### src/rtl/irda_pkg.sv
// Shared IrDA MIR definitions: CRC-CCITT16 constants and the RX CRC checker state type.
package irda_pkg;

  localparam logic [15:0] CRC16_POLY    = 16'h1021;
  localparam logic [15:0] CRC16_PRESET  = 16'hFFFF;
  localparam logic [15:0] CRC16_RESIDUE = 16'h1D0F;

  typedef enum logic [1:0] {
    IDLE = 2'd0,
    FILL = 2'd1,
    RUN  = 2'd2,
    DONE = 2'd3
  } rx_crc_state_t;

endpackage

### src/rtl/irda_crc16_step.sv
// One-bit combinational CRC-CCITT16 update (MSB first), shared by the MIR TX and RX paths.
module irda_crc16_step
  import irda_pkg::*;
(
  input  logic [15:0] crc_in,
  input  logic        din,
  output logic [15:0] crc_out
);

  logic feedback;

  assign feedback = crc_in[15] ^ din;
  assign crc_out  = {crc_in[14:0], 1'b0} ^ (feedback ? CRC16_POLY : 16'h0000);

endmodule

### src/rtl/irda_mir_rx_crc_check.sv
// MIR receive CRC checker: forwards payload bits with the trailing FCS stripped
// and reports CRC / short-frame status at the closing flag.
module irda_mir_rx_crc_check
  import irda_pkg::*;
#(
  parameter int MIN_DATA_BITS = 8,
  parameter int CNT_W         = 16
) (
  input  logic             clk,
  input  logic             wb_rst_i,
  input  logic             rx_start,
  input  logic             mir_rxbit_enable,
  input  logic             rxdin,
  input  logic             rx_end,
  output logic             rxdout,
  output logic             rxdout_valid,
  output logic             crc_done,
  output logic             crc_ok,
  output logic             crc_err,
  output logic             short_frame,
  output logic [CNT_W-1:0] bit_count
);

  localparam logic [CNT_W-1:0] FILL_BITS   = CNT_W'(16);
  localparam logic [CNT_W-1:0] SHORT_LIMIT = CNT_W'(16 + MIN_DATA_BITS);
  localparam logic [CNT_W-1:0] CNT_MAX     = '1;

  rx_crc_state_t    state;
  logic [15:0]      crc;
  logic [15:0]      delay_line;

  logic [15:0]      crc_src;
  logic [15:0]      crc_step;
  logic [15:0]      crc_next;
  logic [CNT_W-1:0] cnt_src;
  logic [CNT_W-1:0] cnt_inc;
  logic [CNT_W-1:0] cnt_next;
  logic [15:0]      delay_src;
  logic [15:0]      delay_shift;
  logic             short_next;
  logic             ok_next;

  // rx_start restarts from the preset so a bit arriving with it is bit 1 of the new frame.
  assign crc_src     = rx_start ? CRC16_PRESET : crc;
  assign cnt_src     = rx_start ? '0 : bit_count;
  assign delay_src   = rx_start ? 16'h0000 : delay_line;
  assign cnt_inc     = (cnt_src == CNT_MAX) ? cnt_src : cnt_src + 1'b1;
  assign delay_shift = {delay_src[14:0], rxdin};

  irda_crc16_step u_crc_step (
    .crc_in  (crc_src),
    .din     (rxdin),
    .crc_out (crc_step)
  );

  // End-of-frame verdict uses the values including a bit accepted alongside rx_end.
  assign crc_next   = mir_rxbit_enable ? crc_step : crc;
  assign cnt_next   = mir_rxbit_enable ? cnt_inc : bit_count;
  assign short_next = (cnt_next != CNT_MAX) && (cnt_next < SHORT_LIMIT);
  assign ok_next    = !short_next && (crc_next == CRC16_RESIDUE);

  always_ff @(posedge clk or posedge wb_rst_i) begin
    if (wb_rst_i) begin
      state        <= IDLE;
      crc          <= CRC16_PRESET;
      delay_line   <= 16'h0000;
      bit_count    <= '0;
      rxdout       <= 1'b0;
      rxdout_valid <= 1'b0;
      crc_done     <= 1'b0;
      crc_ok       <= 1'b0;
      crc_err      <= 1'b0;
      short_frame  <= 1'b0;
    end else begin
      rxdout       <= 1'b0;
      rxdout_valid <= 1'b0;
      crc_done     <= 1'b0;

      if (rx_start) begin
        state       <= FILL;
        crc_ok      <= 1'b0;
        crc_err     <= 1'b0;
        short_frame <= 1'b0;
        if (mir_rxbit_enable) begin
          crc        <= crc_step;
          bit_count  <= cnt_inc;
          delay_line <= delay_shift;
        end else begin
          crc        <= CRC16_PRESET;
          bit_count  <= '0;
          delay_line <= 16'h0000;
        end
      end else begin
        case (state)
          FILL, RUN: begin
            if (mir_rxbit_enable) begin
              crc        <= crc_step;
              bit_count  <= cnt_inc;
              delay_line <= delay_shift;
              if (state == RUN) begin
                rxdout_valid <= 1'b1;
                rxdout       <= delay_line[15];
              end else if (cnt_inc == FILL_BITS) begin
                state <= RUN;
              end
            end
            if (rx_end) begin
              state       <= DONE;
              crc_done    <= 1'b1;
              short_frame <= short_next;
              crc_ok      <= ok_next;
              crc_err     <= !ok_next;
            end
          end
          DONE: state <= IDLE;
          default: state <= IDLE;
        endcase
      end
    end
  end

endmodule

### config.mk
export PLATFORM = sky130hd
export DESIGN_NAME = irda_mir_rx_crc_check
export DESIGN_NICKNAME = d
export VERILOG_FILES = /design/src/rtl/irda_pkg.sv /design/src/rtl/irda_crc16_step.sv /design/src/rtl/irda_mir_rx_crc_check.sv
export SDC_FILE = /design/constraint.sdc
export NUM_CORES = 1
export LEC_CHECK = 0
export CAP_MARGIN = 30
export CORE_MARGIN = 3
export CORE_UTILIZATION = 39
export DETAILED_ROUTE_END_ITERATION = 8
export HOLD_SLACK_MARGIN = 0.02
export PLACE_DENSITY = 0.57
export RECOVER_POWER = 100
export SLEW_MARGIN = 10
export SYNTH_ARGS = -nofsm -noshare
export SYNTH_HDL_FRONTEND = slang
export SYNTH_SLANG_ARGS = --single-unit
### constraint.sdc
create_clock -name clk -period 2.5 [get_ports clk]
set_clock_uncertainty 0.1 [all_clocks]
set_input_delay 0.375 -clock clk [delete_from_list [all_inputs] [get_ports clk]]
set_output_delay 0.375 -clock clk [all_outputs]
set_load 0.01 [all_outputs]
==> reports/results.ini <==
[status]
status=finished, violations left
violations=setup timing

[layout]
instances_no_fill=570
utilization_pct=55.68
final_common_cell=nand2_1
layout_common_cells=nand2_1, buf_4, dfrtp_1
area_growth_pct=35.52
layout.nets=475
insertedDiodeCount=0
layout-drive-gt1-share_pct=29.49

[min_path]
hold_class=reg -> reg

[power]
power-per-cell-area_nw_per_um2=610.8
power_leakage_nw=2.085
power_mw=2.682
peakVddDrop_mv=0.4725

[critical_path]
rr_worst_depth=10
cp-start-kind=flip-flop
worstSetupPathType=reg -> reg
crit_arrival_ns=2.70
end_kind=flip-flop
crit_path_end=state[0]
rr_endpoint=state[0]
ff2ff_setup_slack_ns=-0.09
crit_fanout=6
rr_startpoint=bit_count[1]
crit_start=bit_count[1]
required_ns=2.60

[die]
rows=32
dieArea_um2=9439
ioPinCount=28
initial_utilization_pct=41.09
coreArea_um2=7888
die_y_um=97.16
die_w_um=97.16

[logic_synthesis]
synth_edf_count=0
synthDominantCellAreaShare_pct=30.89
synth_area_leaders=dfrtp_1, dfstp_2, nand2_1
syn-instance-count=380
synth_area_um2=3241
synth_cell_type_count=60
ys_async_sr_fraction_pct=100.0
synth_ff_type=dfrtp_1
seq_area_frac_synth_pct=43.86
synth-seq-cells=56
synth_area_leader_cell=dfrtp_1
syn_avg_cell_area_um2=8.528
ys_warn_count=0
synth_nets=388

[cts]
cts_tree=yes
numCtsBuffers=5
clk_pin_slew_ns=0.11
cts_sinks=56
hold_buffers=0
root_buffer=clkbuf_8
cts_buffer_depth=2
htreeDepth=2
clock_latency_ns=0.32

[grt]
grt_pass1_wl_um=15500
grt_pass1_vias=3061
grt_overflow=0
track_usage_pct=19.97
antenna_found_initial=0
grt_max_degree=40

[sta]
timing.fmax_mhz=386.0
period_share_pct=103.6
whs_ns=0.3972
setup_viol=4
setup_ws_ns=-0.09061
slew_headroom_pct=37.25
rsz0062_at_grt=true
hold_violations=0
period_minus_slack_ns=2.591
drv_slew=0
worst_pin_slew_ns=0.9413

[route]
wirelength_um=9291
viasPerCell=5.537
wire_per_inst_um=16.30
first_iter_violations=210
drtAntennaViolNets=0
first_pass_iters=4
drc=0
dr_total_vias=3156

[place]
pre_cts_ws_ns=-0.7805
numPlacedInstances=550
gp_congestion=1.006
numPortBuffers=27
hpwl_um=6646

[flow_run]
cap_violations=0

how the worst min path moves through the flow:
stage	startpoint	end	slack, ns	cells after the start
global route	delay_line[1]	delay_line[2]	0.43	2
CTS	wb_rst_i	delay_line[9]	0.26	2
finish	crc[13]	crc[14]	0.40	2
global placement	crc[13]	crc[14]	0.38	2
floorplan	rxdin	crc[0]	0.36	1
detailed placement	crc[10]	crc[10]	0.39	2
worst max-delay path, cell delays in order (launching register included):
cell	delay [ns]
dfrtp_1	0.38
inv_2	0.06
nor2_4	0.10
ha_4	0.15
and3b_2	0.29
nand4_4	0.16
o2111ai_2	0.20
mux2i_1	0.25
o21ai_1	0.13
or3_4	0.35
o41a_1	0.30
synthesized netlist by cell type (all sizes together), types with 3 or more instances:
library cell and instances:
a21o 3, a21oi 24, a22oi 4, a31o 3, a41oi 3, and3 4
buf 12, clkbuf 18, dfrtp 40, dfstp 16, inv 10, mux2i 3
nand2 78, nand2b 4, nand3 27, nand3b 5, nand4 4, nand4b 5
nor2 27, nor2b 5, nor3 6, nor4 8, o211ai 3, o21ai 25
xor2 5
state kept, by name, indices dropped and copies added (netlist names):
name,count
short_frame,1
rxdout_valid,1
delay_line,16
crc_done,1
rxdout,1
crc,16
bit_count,16
state,2
crc_err,1
crc_ok,1
cells by family after synthesis:
kind of cell / Yosys count / synth area share, %
mux: 4 / 1.274
xor+xnor: 7 / 1.892
compound gates: 86 / 17.22
buf+inv: 40 / 5.328
fa+ha+maj: 2 / 0.7721
simple gates: 185 / 29.65
flops: 56 / 43.86
repair_timing:
action / in CTS / in global routing
endpoints found under the setup margin: 14 / 8
resized for setup: 19 / 22
pin swaps: 9 / 12
buffers inserted: 7 / 5
hold endpoints to repair: 0 / 0
final cells by class:
cell class | count | area [µm²]
Clock buffer | 5 | 68.82
Clock inverter | 3 | 26.28
Fill cell | 714 | 3496
Inverter | 10 | 37.54
Multi-Input combinational cell | 284 | 1809
Sequential cell | 56 | 1423
Tap cell | 102 | 127.6
Timing Repair Buffer | 110 | 899.6
routing by layer:
metal  track usage (%)  vias to the layer above  share of wire, %
li1                  -                     1524                 -
met1             30.01                     1539                48
met2             30.25                       83                45
met3             3.087                       10               5.2
met4             4.428                        0               1.1
met5                 0                        -                 0
where the power goes:
group          internal [mW]  leakage [nW]  total (mW)  switching (mW)
registers               1.09         0.714        1.20           0.108
clock network          0.205        0.0423       0.535           0.330
logic                  0.374          1.33       0.949           0.575
through the flow:
stage	area, µm²	TNS [ns]
floorplan	3298	-2.036
global placement	4080	-7.184
detailed placement	4080	-7.696
CTS	4287	-0.1446
global route	4392	-2.740
finish	4392	-0.2798
(Power assumes the default switching activity.)
